===== config.mk =====
export PLATFORM = sky130hd
export DESIGN_NAME = byte_word_packer_flat
export DESIGN_NICKNAME = d
export VERILOG_FILES = /design/src/rtl/byte_word_packer_if.sv /design/src/rtl/byte_word_packer.sv /design/src/flat_wrapper.sv
export SDC_FILE = /design/constraint.sdc
export NUM_CORES = 1
export LEC_CHECK = 0
export CORE_UTILIZATION = 40
export DETAILED_ROUTE_END_ITERATION = 8
export PLACE_DENSITY = 0.71
export SLEW_MARGIN = 5
export SYNTH_ARGS = -nofsm -noshare
export SYNTH_HDL_FRONTEND = slang
export SYNTH_SLANG_ARGS = --single-unit

===== constraint.sdc =====
create_clock -name clock -period 4 [get_ports clock]
set_input_delay 0.6 -clock clock [delete_from_list [all_inputs] [get_ports clock]]
set_output_delay 0.6 -clock clock [all_outputs]
set_load 0.01 [all_outputs]

===== src/rtl/byte_word_packer_if.sv =====
// Byte-in / word-out handshake bundle for byte_word_packer.
// PACKER_PARITY_EN adds in_parity / out_perr.
interface byte_word_packer_if #(
    parameter int BYTE_W = 8,
    parameter int DEST_W = 2
);
    logic                  in_valid;
    logic [BYTE_W-1:0]     in_data;
    logic                  in_sop;
    logic                  in_ready;
    logic                  out_valid;
    logic [4*BYTE_W-1:0]   out_data;
    logic [DEST_W-1:0]     out_dest;
    logic                  out_ready;
    logic                  misalign;
    logic                  overflow;
`ifdef PACKER_PARITY_EN
    logic                  in_parity;
    logic                  out_perr;
`endif

    modport slave (
        input  in_valid, in_data, in_sop, out_ready,
        output in_ready, out_valid, out_data, out_dest, misalign, overflow
`ifdef PACKER_PARITY_EN
        , input in_parity
        , output out_perr
`endif
    );

    modport master (
        output in_valid, in_data, in_sop, out_ready,
        input  in_ready, out_valid, out_data, out_dest, misalign, overflow
`ifdef PACKER_PARITY_EN
        , output in_parity
        , input out_perr
`endif
    );
endinterface


===== src/rtl/byte_word_packer.sv =====
// Packs 4 accepted bytes (first byte in MSBs) into a dest-tagged word and queues it in a small FIFO.
// Optional per-word parity error tracking under `define PACKER_PARITY_EN.
module byte_word_packer #(
    parameter int BYTE_W = 8,
    parameter int DEST_W = 2,
    parameter int DEPTH  = 2
) (
    input logic              clock,
    input logic              reset,
    byte_word_packer_if.slave bus
);
    localparam int PW = $clog2(DEPTH);
    localparam int CW = PW + 1;
    localparam int WW = 4 * BYTE_W;
    localparam logic [CW-1:0] FULL = CW'(DEPTH);

    logic [1:0]        r_lane;
    logic [WW-1:0]     r_word;
    logic [DEST_W-1:0] r_dest;
    logic [PW-1:0]     r_wptr, r_rptr;
    logic [CW-1:0]     r_count;
    logic [WW-1:0]     r_mem      [DEPTH];
    logic [DEST_W-1:0] r_mem_dest [DEPTH];
    logic              r_misalign, r_overflow;

    logic              w_ready, w_accept, w_pop, w_push;
    logic [WW-1:0]     w_word_next;

    // Ready depends on registered state only, so no out_ready -> in_ready path.
    assign w_ready  = !(r_lane == 2'd3 && r_count == FULL);
    assign w_accept = bus.in_valid && w_ready;
    assign w_pop    = (r_count != '0) && bus.out_ready;
    assign w_push   = w_accept && !bus.in_sop && r_lane == 2'd3;

    always_comb begin
        w_word_next = r_word;
        for (int k = 0; k < 4; k++)
            if (r_lane == 2'(3 - k)) w_word_next[k*BYTE_W +: BYTE_W] = bus.in_data;
    end

    always_ff @(posedge clock) begin
        if (reset) begin
            r_lane     <= '0;
            r_word     <= '0;
            r_dest     <= '0;
            r_wptr     <= '0;
            r_rptr     <= '0;
            r_count    <= '0;
            r_misalign <= 1'b0;
            r_overflow <= 1'b0;
            for (int k = 0; k < DEPTH; k++) begin
                r_mem[k]      <= '0;
                r_mem_dest[k] <= '0;
            end
        end else begin
            if (bus.in_valid && !w_ready) r_overflow <= 1'b1;
            if (w_accept) begin
                if (bus.in_sop) begin
                    // SOP restarts the word; any pending partial is dropped.
                    r_dest <= bus.in_data[DEST_W-1:0];
                    r_word <= {bus.in_data, {(3*BYTE_W){1'b0}}};
                    r_lane <= 2'd1;
                    if (r_lane != 2'd0) r_misalign <= 1'b1;
                end else begin
                    r_word <= w_word_next;
                    r_lane <= r_lane + 2'd1;
                end
            end
            if (w_push) begin
                r_mem[r_wptr]      <= w_word_next;
                r_mem_dest[r_wptr] <= r_dest;
                r_wptr             <= r_wptr + PW'(1);
            end
            if (w_pop) r_rptr <= r_rptr + PW'(1);
            case ({w_push, w_pop})
                2'b10:   r_count <= r_count + CW'(1);
                2'b01:   r_count <= r_count - CW'(1);
                default: r_count <= r_count;
            endcase
        end
    end

    assign bus.in_ready  = w_ready;
    assign bus.out_valid = (r_count != '0);
    assign bus.out_data  = r_mem[r_rptr];
    assign bus.out_dest  = r_mem_dest[r_rptr];
    assign bus.misalign  = r_misalign;
    assign bus.overflow  = r_overflow;

`ifdef PACKER_PARITY_EN
    logic w_perr_byte;
    logic r_perr_acc;
    logic r_mem_perr [DEPTH];

    assign w_perr_byte = (^bus.in_data) ^ bus.in_parity;

    always_ff @(posedge clock) begin
        if (reset) begin
            r_perr_acc <= 1'b0;
            for (int k = 0; k < DEPTH; k++) r_mem_perr[k] <= 1'b0;
        end else begin
            if (w_accept) begin
                if (bus.in_sop)  r_perr_acc <= w_perr_byte;
                else if (w_push) r_perr_acc <= 1'b0;
                else             r_perr_acc <= r_perr_acc | w_perr_byte;
            end
            if (w_push) r_mem_perr[r_wptr] <= r_perr_acc | w_perr_byte;
        end
    end

    assign bus.out_perr = r_mem_perr[r_rptr];
`endif
endmodule


===== src/flat_wrapper.sv =====
// flat-port wrapper written by rule: the top's interface ports become plain ports
module byte_word_packer_flat 
#(
    parameter int BYTE_W = 8,
    parameter int DEST_W = 2,
    parameter int DEPTH  = 2
)
  (clock, reset, bus_in_valid, bus_in_data, bus_in_sop, bus_out_ready, bus_in_ready, bus_out_valid, bus_out_data, bus_out_dest, bus_misalign, bus_overflow);
  byte_word_packer_if #(.BYTE_W(BYTE_W), .DEST_W(DEST_W)) bus_i ();
  input logic clock;
  input logic reset;
  input wire logic [$bits(bus_i.in_valid)-1:0] bus_in_valid;
  input wire logic [$bits(bus_i.in_data)-1:0] bus_in_data;
  input wire logic [$bits(bus_i.in_sop)-1:0] bus_in_sop;
  input wire logic [$bits(bus_i.out_ready)-1:0] bus_out_ready;
  output wire logic [$bits(bus_i.in_ready)-1:0] bus_in_ready;
  output wire logic [$bits(bus_i.out_valid)-1:0] bus_out_valid;
  output wire logic [$bits(bus_i.out_data)-1:0] bus_out_data;
  output wire logic [$bits(bus_i.out_dest)-1:0] bus_out_dest;
  output wire logic [$bits(bus_i.misalign)-1:0] bus_misalign;
  output wire logic [$bits(bus_i.overflow)-1:0] bus_overflow;
  assign bus_i.in_valid = bus_in_valid;
  assign bus_i.in_data = bus_in_data;
  assign bus_i.in_sop = bus_in_sop;
  assign bus_i.out_ready = bus_out_ready;
  assign bus_in_ready = bus_i.in_ready;
  assign bus_out_valid = bus_i.out_valid;
  assign bus_out_data = bus_i.out_data;
  assign bus_out_dest = bus_i.out_dest;
  assign bus_misalign = bus_i.misalign;
  assign bus_overflow = bus_i.overflow;
  byte_word_packer #(.BYTE_W(BYTE_W), .DEST_W(DEST_W), .DEPTH(DEPTH)) u_core (.clock(clock), .reset(reset), .bus(bus_i));
endmodule

* Yosys cells after proc, flatten, opt, wreduce, memory -nomap -nowiden
Memories as Yosys holds them, arrays and structs flattened. A register that Yosys moved wholly into a read port is not among the register bits.
Index checks and enable logic that the tools add are counted.
** Operators by class
- Add/subtract/negate cells :: 5
- Equality and inequality tests :: 6
- Multiplexer cells :: 22
- Reduce and logical (&&, ||, !) cells :: 16
** Operators by type and width (count)
- 32-bit 2-to-1 mux :: 2
- 8-bit 2-to-1 mux :: 4
- 32-bit OR reduction :: 1
- 1-bit 2-to-1 mux :: 13
- 2-bit == test (second input constant) :: 4
- 1-bit logical AND :: 6
- 2-bit nonzero test :: 3
- 2-bit by 1-bit adder with 2-bit output (second input constant) :: 2
- 2-bit by 1-bit == test with 1-bit output (second input constant) :: 2
- 2-bit 2-to-1 mux :: 2
- 2-bit case mux with 2 select lines :: 1
- 3-bit AND reduction :: 1
- 1-bit adder (second input constant) :: 2
- 1-bit zero test :: 2
- 2-bit zero test :: 1
- 2-bit AND reduction :: 1
- 2-bit OR reduction :: 1
- 2-bit by 1-bit subtractor with 2-bit output (second input constant) :: 1
** Word-level totals
- Register bits after elaboration :: 42
- RAM bits :: 68
- Input port bits :: 13
- Memories kept :: 2
** Memory list
- u_core.r_mem :: words 2, bits a word 32, rd ports 1, clocked after memory_dff 1, write ports 2, line byte_word_packer.sv:22 : logic [WW-1:0] r_mem [DEPTH];
- u_core.r_mem_dest :: words 2, bits a word 2, rd ports 1, clocked after memory_dff 1, write ports 2, line byte_word_packer.sv:23 : logic [DEST_W-1:0] r_mem_dest [DEPTH];

* Longest topological paths before layout
Gate-level depths: netlist (run 1).
- Depth in word-level cells :: 11
- Gate-level depth with buffers :: 9
- Mapped depth without buffers :: 7

* Worst setup path after synthesis (run 1)
No wires, ideal clock.
- Kind :: flip-flop to flip-flop
- Start :: register u_core.r_lane[0]
- End :: memory u_core.r_mem[0][0] in the netlist's numbering, enable pin
- Library setup time :: 0.396 ns
- Data arrival time :: 1.977 ns
- Data required time :: 3.604 ns
- Setup slack :: 1.627 ns
- Stages on the path, launching flop included :: 7
- Buffers on the path :: 2
- Period minus slack after synthesis :: 2.373 ns
- Cell sequence :: dfxtp_1 ha_1 buf_6 nor2b_4 buf_6 nand4_4 nand2b_1
** RTL lines
- start: declaration :: line byte_word_packer.sv:17 : logic [1:0] r_lane;
- start signal: assignment :: line byte_word_packer.sv:66 : r_lane <= r_lane + 2'd1;
- end: declaration :: line byte_word_packer.sv:22

* Worst setup path after layout (run 1)
- Start :: register u_core.r_lane[0]
- End :: output bus_in_ready
** On the way
- Cells in the longest elaborated chain, start to end :: 3
** Ends and longest elaborated chain
- 2-bit == test :: line byte_word_packer.sv:30 : assign w_ready = !(r_lane == 2'd3 && r_count == FULL);
- 1-bit logical AND :: line byte_word_packer.sv:30
- 1-bit zero test :: line byte_word_packer.sv:30
- end: declaration :: line flat_wrapper.sv:16 : output wire logic [$bits(bus_i.in_ready)-1:0] bus_in_ready;
Every way passes these cells.

==> results_dict.tcl, run 1 <==
set metrics [dict create \
    status "finished, final reports clean" \
    drt-initial-drc-count 161 \
    period_share_pct 82.3 \
    power.total_mw 2.27 \
    power_leakage_nw 1.99 \
    p_per_area_mw_per_mm2 377 \
    first_pass_iters 5 \
    grt_max_degree 43 \
    gr-max-usage-layer "met2" \
    grt_first_pass_wirelength_um 16200 \
    endpoint_kind "output pin" \
    grt-ovfl-total 0 \
    synth_warnings 0 \
    drv_cap 0 \
    syn_area_per_cell_um2 11.8 \
    placed_cells 638 \
    syn-cell-area_mm2 0.00519 \
    io_buffers 50 \
    core_area_mm2 0.0126 \
    cts_root_buffer "clkbuf_16" \
    ant_nets 0 \
    synth_top_area_share_pct 39.4 \
    vdd_drop_max_v 0.000184 \
    grt_use_total_pct 16.1 \
    met1_usage_pct 20.1 \
    cts_buffer_depth 2 \
    cts_hold_buf 0 \
    grtUsageMet3_pct 3.35 \
    die_w_um 116 \
    max_freq_mhz 304 \
    rsz0062_at_grt "no" \
    yosysUniqueCellTypes 37 \
    syn_to_final_growth_pct 16.1 \
    worst_ep_arrival_time_ns 2.69 \
    relSlewSlack_pct 54.3 \
    path_max_fanout 16 \
    use_met2_pct 27.5 \
    cts_tree "yes" \
    period_needed_ns 3.29 \
    yosys.area.top_type "edfxtp_1" \
    viasPerCell 5.03 \
    cts_setup_buffers 0 \
    layout_commonest_cell "nor2_1" \
    grt_pass1_vias 3233 \
    h-tree-depth 3 \
    dieArea_mm2 0.0134 \
    path_class "reg2out" \
    clk_pin_slew_ns 0.07 \
    drive_gt1_share_pct 20.1 \
    hold_class "reg2reg" \
    num_rows 41 \
    final_cell_mix "77 x nor2_1, 68 x edfxtp_1, 49 x clkdlybuf4s50_1" \
    ys_ff_latch 111 \
    crit_required_ns 3.40 \
    skew_ns 0.00618 \
    hold_violations 0 \
    cts_buffers 9 \
    synth_area_leaders "edfxtp_1 39%, dfxtp_1 17%, mux2_2 7.4%" \
    wire_per_inst_um 15.4 \
    start_util_pct 41.1 \
    fin_tns_setup_ns 0 \
    die_h_um 116 \
    dr_total_vias 3290 \
    fill_cells 1169 \
    ys_seq_area_share_pct 56.0 \
    drv_slew 0 \
    wirelength_um 10100 \
    clock_latency_ns 0.35 \
    syn_inst 440 \
    dp_hpwl_um 6850 \
    setup_viol 0 \
    worst_pin_slew_ns 0.685 \
    io-pin-count 51 \
    whs_ns 0.470 \
    fin_nets 495 \
    cp-start-kind "flop" \
    drc_errors 0 \
    final_cell_count_no_fill 654 \
    clock-sinks 111 \
    syn_nets 458 \
    place.gp.congestion 0.825 \
    diodes 0 \
    antenna_found_initial 0 \
    cts_resized 0 \
]
-- kinds of logic (layout without fill, tap and decap cells) --
family,count (synthesis),count (layout),share of synthesized area [%]
and+or+nand+nor,145,145,15.3
buffers and inverters,52,94,5.45
AOI/OAI and AO/OA,56,56,7.58
xor gates and xnor gates,3,3,0.507
muxes,68,68,13.9
DFF,111,111,56.0
adders and majority gates,5,5,1.21
-- cell type report --
| type | instances | area [um2] | share of cell area, % |
|---|---|---|---|
| sequential | 111 | 2900 | 48.2 |
| clock buffer | 10 | 229 | 3.80 |
| tap | 172 | 215 | 3.57 |
| clock inverter | 6 | 45.0 | 0.748 |
| timing repair buffer | 56 | 541 | 8.98 |
| inverter | 22 | 87.6 | 1.45 |
| multi-input combinational | 277 | 2000 | 33.2 |
-- per-stage QoR --
stage / util (%) / setup WS, ns / instance area, um2
4_1_cts: 47.7 / 0.698 / 6020
6_report: 47.7 / 0.709 / 6020
3_5_place_dp: 45.5 / 0.966 / 5750
3_3_place_gp: 45.5 / 1.01 / 5750
5_1_grt: 47.7 / 0.529 / 6020
2_1_floorplan: - / 1.63 / 5190
-- layer usage --
metal  vias up  share of wire [%]
li1       1621                  -
met1      1580                 45
met2        76                 49
met3        13                4.1
met4         0                1.8
met5         -                  0
-- Yosys cell counts --
| library cell | instances |
|---|---|
| a211oi_1 | 1 |
| a21oi_1 | 5 |
| a22o_1 | 7 |
| a31o_2 | 1 |
| a41oi_1 | 1 |
| and3_4 | 1 |
| and3b_1 | 1 |
| and4b_1 | 1 |
| buf_2 | 12 |
| buf_6 | 9 |
| clkbuf_1 | 9 |
| clkinv_4 | 1 |
| dfxtp_1 | 43 |
| edfxtp_1 | 68 |
| ha_1 | 5 |
| inv_1 | 21 |
| mux2_2 | 34 |
| mux2i_1 | 34 |
| nand2b_1 | 14 |
| nand3_1 | 1 |
| nand4_1 | 2 |
| nand4_4 | 2 |
| nand4b_4 | 2 |
| nor2_1 | 77 |
| nor2b_1 | 8 |
| nor2b_4 | 1 |
| nor3_1 | 1 |
| o21a_1 | 1 |
| o21ai_0 | 19 |
| o21ai_1 | 3 |
| o21ba_4 | 1 |
| o31ai_1 | 1 |
| o32ai_1 | 16 |
| or2_2 | 33 |
| or3_1 | 1 |
| xnor2_1 | 2 |
| xor2_1 | 1 |
-- path summary, 6_finish.rpt --
check / startpoint / to / slack (ns) / depth (start not counted)
setup / recovery: u_core.r_lane[0] / bus_in_ready / 0.71 / 4
setup reg to reg: u_core.r_lane[0] / u_core.r_mem[1][24] / 1.29 / 5
hold reg to reg: u_core.r_word[7] / u_core.r_word[7] / 0.47 / 2
hold / removal: u_core.r_word[7] / u_core.r_word[7] / 0.47 / 2
-- worst max-delay path, stage by stage, from the launching register on --
cell	delay, ns
dfxtp_1	0.40
ha_1	0.54
and3b_1	0.63
clkinv_4	0.23
clkdlybuf4s50_1	0.54
-- sequential cells by signal, summed over array words and instances (netlist names), named ones only --
name	flops
u_core.bus.overflow	1
u_core.r_word	32
u_core.bus.misalign	1
u_core.r_dest	2
u_core.r_wptr	1
u_core.r_lane	2
u_core.r_mem_dest	4
u_core.r_rptr	1
u_core.r_count	2
u_core.r_mem	64
-- report_power, final --
| group | switching, mW | leakage [nW] | internal [mW] |
|---|---|---|---|
| combinational | 0.105 | 0.814 | 0.0858 |
| sequential | 0.0114 | 1.05 | 1.24 |
| clock | 0.398 | 0.129 | 0.427 |
No activity file was read; power rests on OpenSTA's default activity.
==> inputs of run 2 (changes only) <==
Settings changed: PLACE_DENSITY 0.71 to 0.74.
Clock period 4 ns to 3 ns, I/O delays scaled along.
==> results_dict.tcl, run 2 (synthesis gave the netlist of run 1 again) <==
set metrics [dict create \
    place.gp.congestion 0.829 \
    placed_area_mm2 0.00578 \
    p_per_area_mw_per_mm2 510 \
    max_freq_mhz 382 \
    clk_pin_slew_ns 0.07 \
    ant_nets 0 \
    drive_gt1_share_pct 20.8 \
    die_w_um 116 \
    grt-ovfl-total 0 \
    setup_viol 0 \
    first_pass_iters 4 \
    rsz0062_at_grt "no" \
    die_h_um 116 \
    diodes 0 \
    largest_registers "u_core.r_mem x64, u_core.r_word x32, u_core.r_mem_dest x4" \
    vdd_drop_max_v 0.000312 \
    endpoint_kind "output pin" \
    syn_to_final_growth_pct 17.1 \
    stdcell_area_mm2 0.00607 \
    cts_tree "yes" \
    hold_violations 0 \
    grt_max_degree 56 \
    fin_tns_setup_ns 0 \
    wire_per_inst_um 15.7 \
    startpoint "u_core.r_lane[0]" \
    crit_family "buffers and inverters" \
    hp-start "u_core.r_word[13]" \
    h-tree-depth 3 \
    worst_path_max_delay_cell "clkdlybuf4s50_1" \
    crit_required_ns 2.55 \
    clock-sinks 111 \
    relSlewSlack_pct 57.4 \
    hold_class "reg2reg" \
    power_leakage_nw 2.03 \
    final_cell_mix "77 x nor2_1, 68 x edfxtp_1, 49 x clkdlybuf4s50_1" \
    fin_util_pct 48.1 \
    cts_setup_buffers 0 \
    antenna_found_initial 0 \
    core_area_mm2 0.0126 \
    fill_cells 1141 \
    grt_pass1_vias 3257 \
    num_rows 41 \
    viasPerCell 5.02 \
    cts_buffers 9 \
    layout_commonest_cell "nor2_1" \
    cpPeakStageDelay_ns 0.50 \
    skew_ns 0.00830 \
    grt_first_pass_wirelength_um 17000 \
    worst_ep_arrival_time_ns 2.17 \
    status "finished, final reports clean" \
    cts_root_buffer "clkbuf_16" \
    cp.buffers_inverters 4 \
    drv_cap 0 \
    cts_resized 0 \
    drv_slew 0 \
    path_cells "ha_1 > buf_4 > and3b_1 > buf_4 > clkinv_4 > clkdlybuf4s50_1" \
    dp_hpwl_um 6580 \
    dr_total_vias 3296 \
    cts_hold_buf 0 \
    largest_reg_flops 64 \
    r2r_start "u_core.r_lane[0]" \
    clock_latency_ns 0.34 \
    largest_register "u_core.r_mem" \
    fin_nets 498 \
    period_share_pct 87.4 \
    wirelength_um 10300 \
    cp-start-kind "flop" \
    drt-initial-drc-count 204 \
    path_class "reg2out" \
    grt_use_total_pct 16.7 \
    cts_buffer_depth 2 \
    period_needed_ns 2.62 \
    io-pin-count 51 \
    worst_pin_slew_ns 0.640 \
    io_buffers 50 \
    drc_errors 0 \
    crit_top_cell "buf_4" \
    start_util_pct 41.1 \
    dieArea_mm2 0.0134 \
    path_max_fanout 16 \
]
## run 2: cell types whose count changed in the layout (fill, tap and decap cells not counted)
cell and change:
inv_6 +3, buf_4 +2, clkinv_1 -1, buf_12 +1, clkinvlp_4 -1, clkinvlp_2 -1
clkinv_8 +1, clkinv_4 -1
## run 2: worst min-delay path, stage by stage (launching register included)
cell and delay (ns):
dfxtp_1 0.31, inv_1 0.05, o32ai_1 0.07
## run 2: power breakdown
| group | switching, mW | leakage (nW) | internal [mW] |
|---|---|---|---|
| sequential | 0.0150 | 1.05 | 1.66 |
| clock | 0.577 | 0.143 | 0.590 |
| combinational | 0.142 | 0.834 | 0.116 |
| total | 0.734 | 2.03 | 2.36 |
## run 2: worst paths after layout
path / to / slack, ns / cells after the start
setup / recovery: bus_in_ready / 0.38 / 6
hold / removal: u_core.r_word[13] / 0.48 / 2
setup reg to reg: u_core.r_count[1] / 0.88 / 7
hold reg to reg: u_core.r_word[13] / 0.48 / 2
## run 2: cell type report
| class | count | area (um2) | share of cell area [%] |
|---|---|---|---|
| clock inverters | 6 | 62.6 | 1.03 |
| well taps | 172 | 215 | 3.54 |
| repair buffers | 59 | 576 | 9.48 |
| flip-flops and latches | 111 | 2900 | 47.8 |
| inverters | 22 | 87.6 | 1.44 |
| clock buffers | 10 | 229 | 3.77 |
| multi-input cells | 277 | 2000 | 32.9 |
## run 2: routing by layer
| layer | global-route usage [%] | up-vias | share of wire (%) |
|---|---|---|---|
| li1 | - | 1631 | - |
| met1 | 22.7 | 1576 | 47 |
| met2 | 26.9 | 74 | 47 |
| met3 | 2.14 | 15 | 3.9 |
| met4 | 6.92 | 0 | 2.1 |
| met5 | 0 | - | 0 |
## run 2: stage by stage
| stage | hold WS, ns | setup slack (ns) | cells | total power, mW |
|---|---|---|---|---|
| 6_report | 0.480 | 0.379 | 657 | 3.10 |
| 5_1_grt | 0.493 | 0.246 | 657 | 3.20 |
| 4_1_cts | 0.479 | 0.373 | 657 | 3.11 |
| 3_5_place_dp | 0.466 | 0.532 | 641 | 1.97 |
| 3_3_place_gp | 0.461 | 0.610 | 641 | 1.96 |
| 2_1_floorplan | 0.448 | 0.627 | 440 | 1.86 |
==> inputs of run 3 (changes only) <==
Settings changed: CAP_MARGIN set to 25, DONT_BUFFER_PORTS set to 1, PLACE_DENSITY 0.74 to 0.68.
==> results_dict.tcl, run 3 (synthesis gave the netlist of run 1 again) <==
set metrics [dict create \
    setup_viol 0 \
    place.gp.congestion 0.788 \
    drive_gt1_share_pct 22.2 \
    crit_required_ns 2.55 \
    antenna_found_initial 0 \
    cts_setup_buffers 0 \
    hold_class "in2reg" \
    grt-ovfl-total 0 \
    dieArea_mm2 0.0134 \
    largest_registers "u_core.r_mem x64, u_core.r_word x32, u_core.r_mem_dest x4" \
    core_area_mm2 0.0126 \
    fin_tns_setup_ns 0 \
    die_w_um 116 \
    fin_nets 446 \
    max_freq_mhz 480 \
    power_leakage_nw 1.82 \
    cts_hold_buf 0 \
    period_share_pct 69.4 \
    cts_buffers 9 \
    h-tree-depth 3 \
    grt_pass1_vias 3079 \
    worst_ep_arrival_time_ns 1.63 \
    start_util_pct 41.1 \
    clock_latency_ns 0.35 \
    status "finished, final reports clean" \
    syn_to_final_growth_pct 6.90 \
    skew_ns 0.00443 \
    clk_pin_slew_ns 0.07 \
    dp_hpwl_um 6500 \
    p_per_area_mw_per_mm2 539 \
    gr-max-usage-layer "met2" \
    wirelength_um 10100 \
    path_class "reg2out" \
    largest_register "u_core.r_mem" \
    relSlewSlack_pct 58.3 \
    worst_pin_slew_ns 0.625 \
    endpoint_kind "output pin" \
    cts_root_buffer "clkbuf_16" \
    met1_usage_pct 19.5 \
    drt-initial-drc-count 213 \
    cts_tree "yes" \
    ant_nets 0 \
    num_rows 41 \
    die_h_um 116 \
    rsz0062_at_grt "no" \
    largest_reg_flops 64 \
    diodes 0 \
    layout_commonest_cell "nor2_1" \
    grt_max_degree 82 \
    cts_buffer_depth 2 \
    clock-sinks 111 \
    final_cell_mix "77 x nor2_1, 68 x edfxtp_1, 43 x dfxtp_1" \
    io-pin-count 51 \
    power.total_mw 2.99 \
    hold_violations 0 \
    cp-start-kind "flop" \
    io_buffers 0 \
    vdd_drop_max_v 0.000225 \
    grt_use_total_pct 15.9 \
    dr_total_vias 3112 \
    viasPerCell 5.14 \
    use_met2_pct 26.2 \
    path_max_fanout 11 \
    first_pass_iters 5 \
    wire_per_inst_um 16.6 \
    drc_errors 0 \
    grtUsageMet3_pct 4.45 \
    drv_cap 0 \
    drv_slew 0 \
    period_needed_ns 2.08 \
    grt_first_pass_wirelength_um 16000 \
    cts_resized 0 \
]
run 3: cell types whose count changed in the layout (fill, tap and decap cells not counted):
cell	previous run	this run
inv_6	4	0
buf_2	1	0
clkinv_8	1	0
buf_12	1	0
clkbuf_1	1	3
clkbuf_2	0	2
clkdlybuf4s50_1	49	0
clkbuf_16	9	10
clkbuf_8	0	1
buf_4	8	7
inv_8	1	0
run 3: layout make-up:
cell class / instances / area [um2]
Multi-Input combinational cell: 277 / 2000
Sequential cell: 111 / 2900
Clock buffer: 16 / 285
Timing Repair Buffer: 7 / 52.6
Inverter: 22 / 87.6
Tap cell: 172 / 215
Fill cell: 1172 / 7080
run 3: worst paths after layout:
kind	start	to	slack, ns	depth (start not counted)
max	u_core.r_lane[0]	bus_in_ready	0.92	4
min	reset	flop	0.18	1
max reg2reg	u_core.r_lane[0]	u_core.r_count[1]	0.93	7
min reg2reg	u_core.r_word[9]	u_core.r_word[9]	0.47	2
run 3: where the power goes:
part	switching [mW]	leakage, nW	total (mW)	internal (mW)
Sequential	0.0159	1.05	1.68	1.66
Combinational	0.0986	0.631	0.170	0.0709
Clock	0.497	0.142	1.14	0.645
run 3: critical path, stage by stage, from the launching register on:
cell      delay (ns)
dfxtp_1         0.41
ha_1            0.17
buf_4           0.20
and3b_1         0.33
clkinv_4        0.18
run 3: metal layers:
layer / wire [um] / part of all wire (%) / vias up
met3: 670 / 6.7 / 14
met5: 0 / 0 / -
met4: 172 / 1.7 / 0
met2: 4880 / 48 / 83
li1: - / - / 1516
met1: 4350 / 43 / 1499
run 3: per-stage QoR:
stage	cells	hold WS (ns)	area [um2]	util (%)	setup slack (ns)
3_5_place_dp	589	0.465	5260	41.7	0.944
6_report	605	0.181	5540	43.9	0.917
3_3_place_gp	589	0.461	5260	41.7	0.995
2_1_floorplan	440	0.448	5190	-	0.627
4_1_cts	605	0.164	5540	43.9	0.912
5_1_grt	605	0.165	5540	43.9	0.807
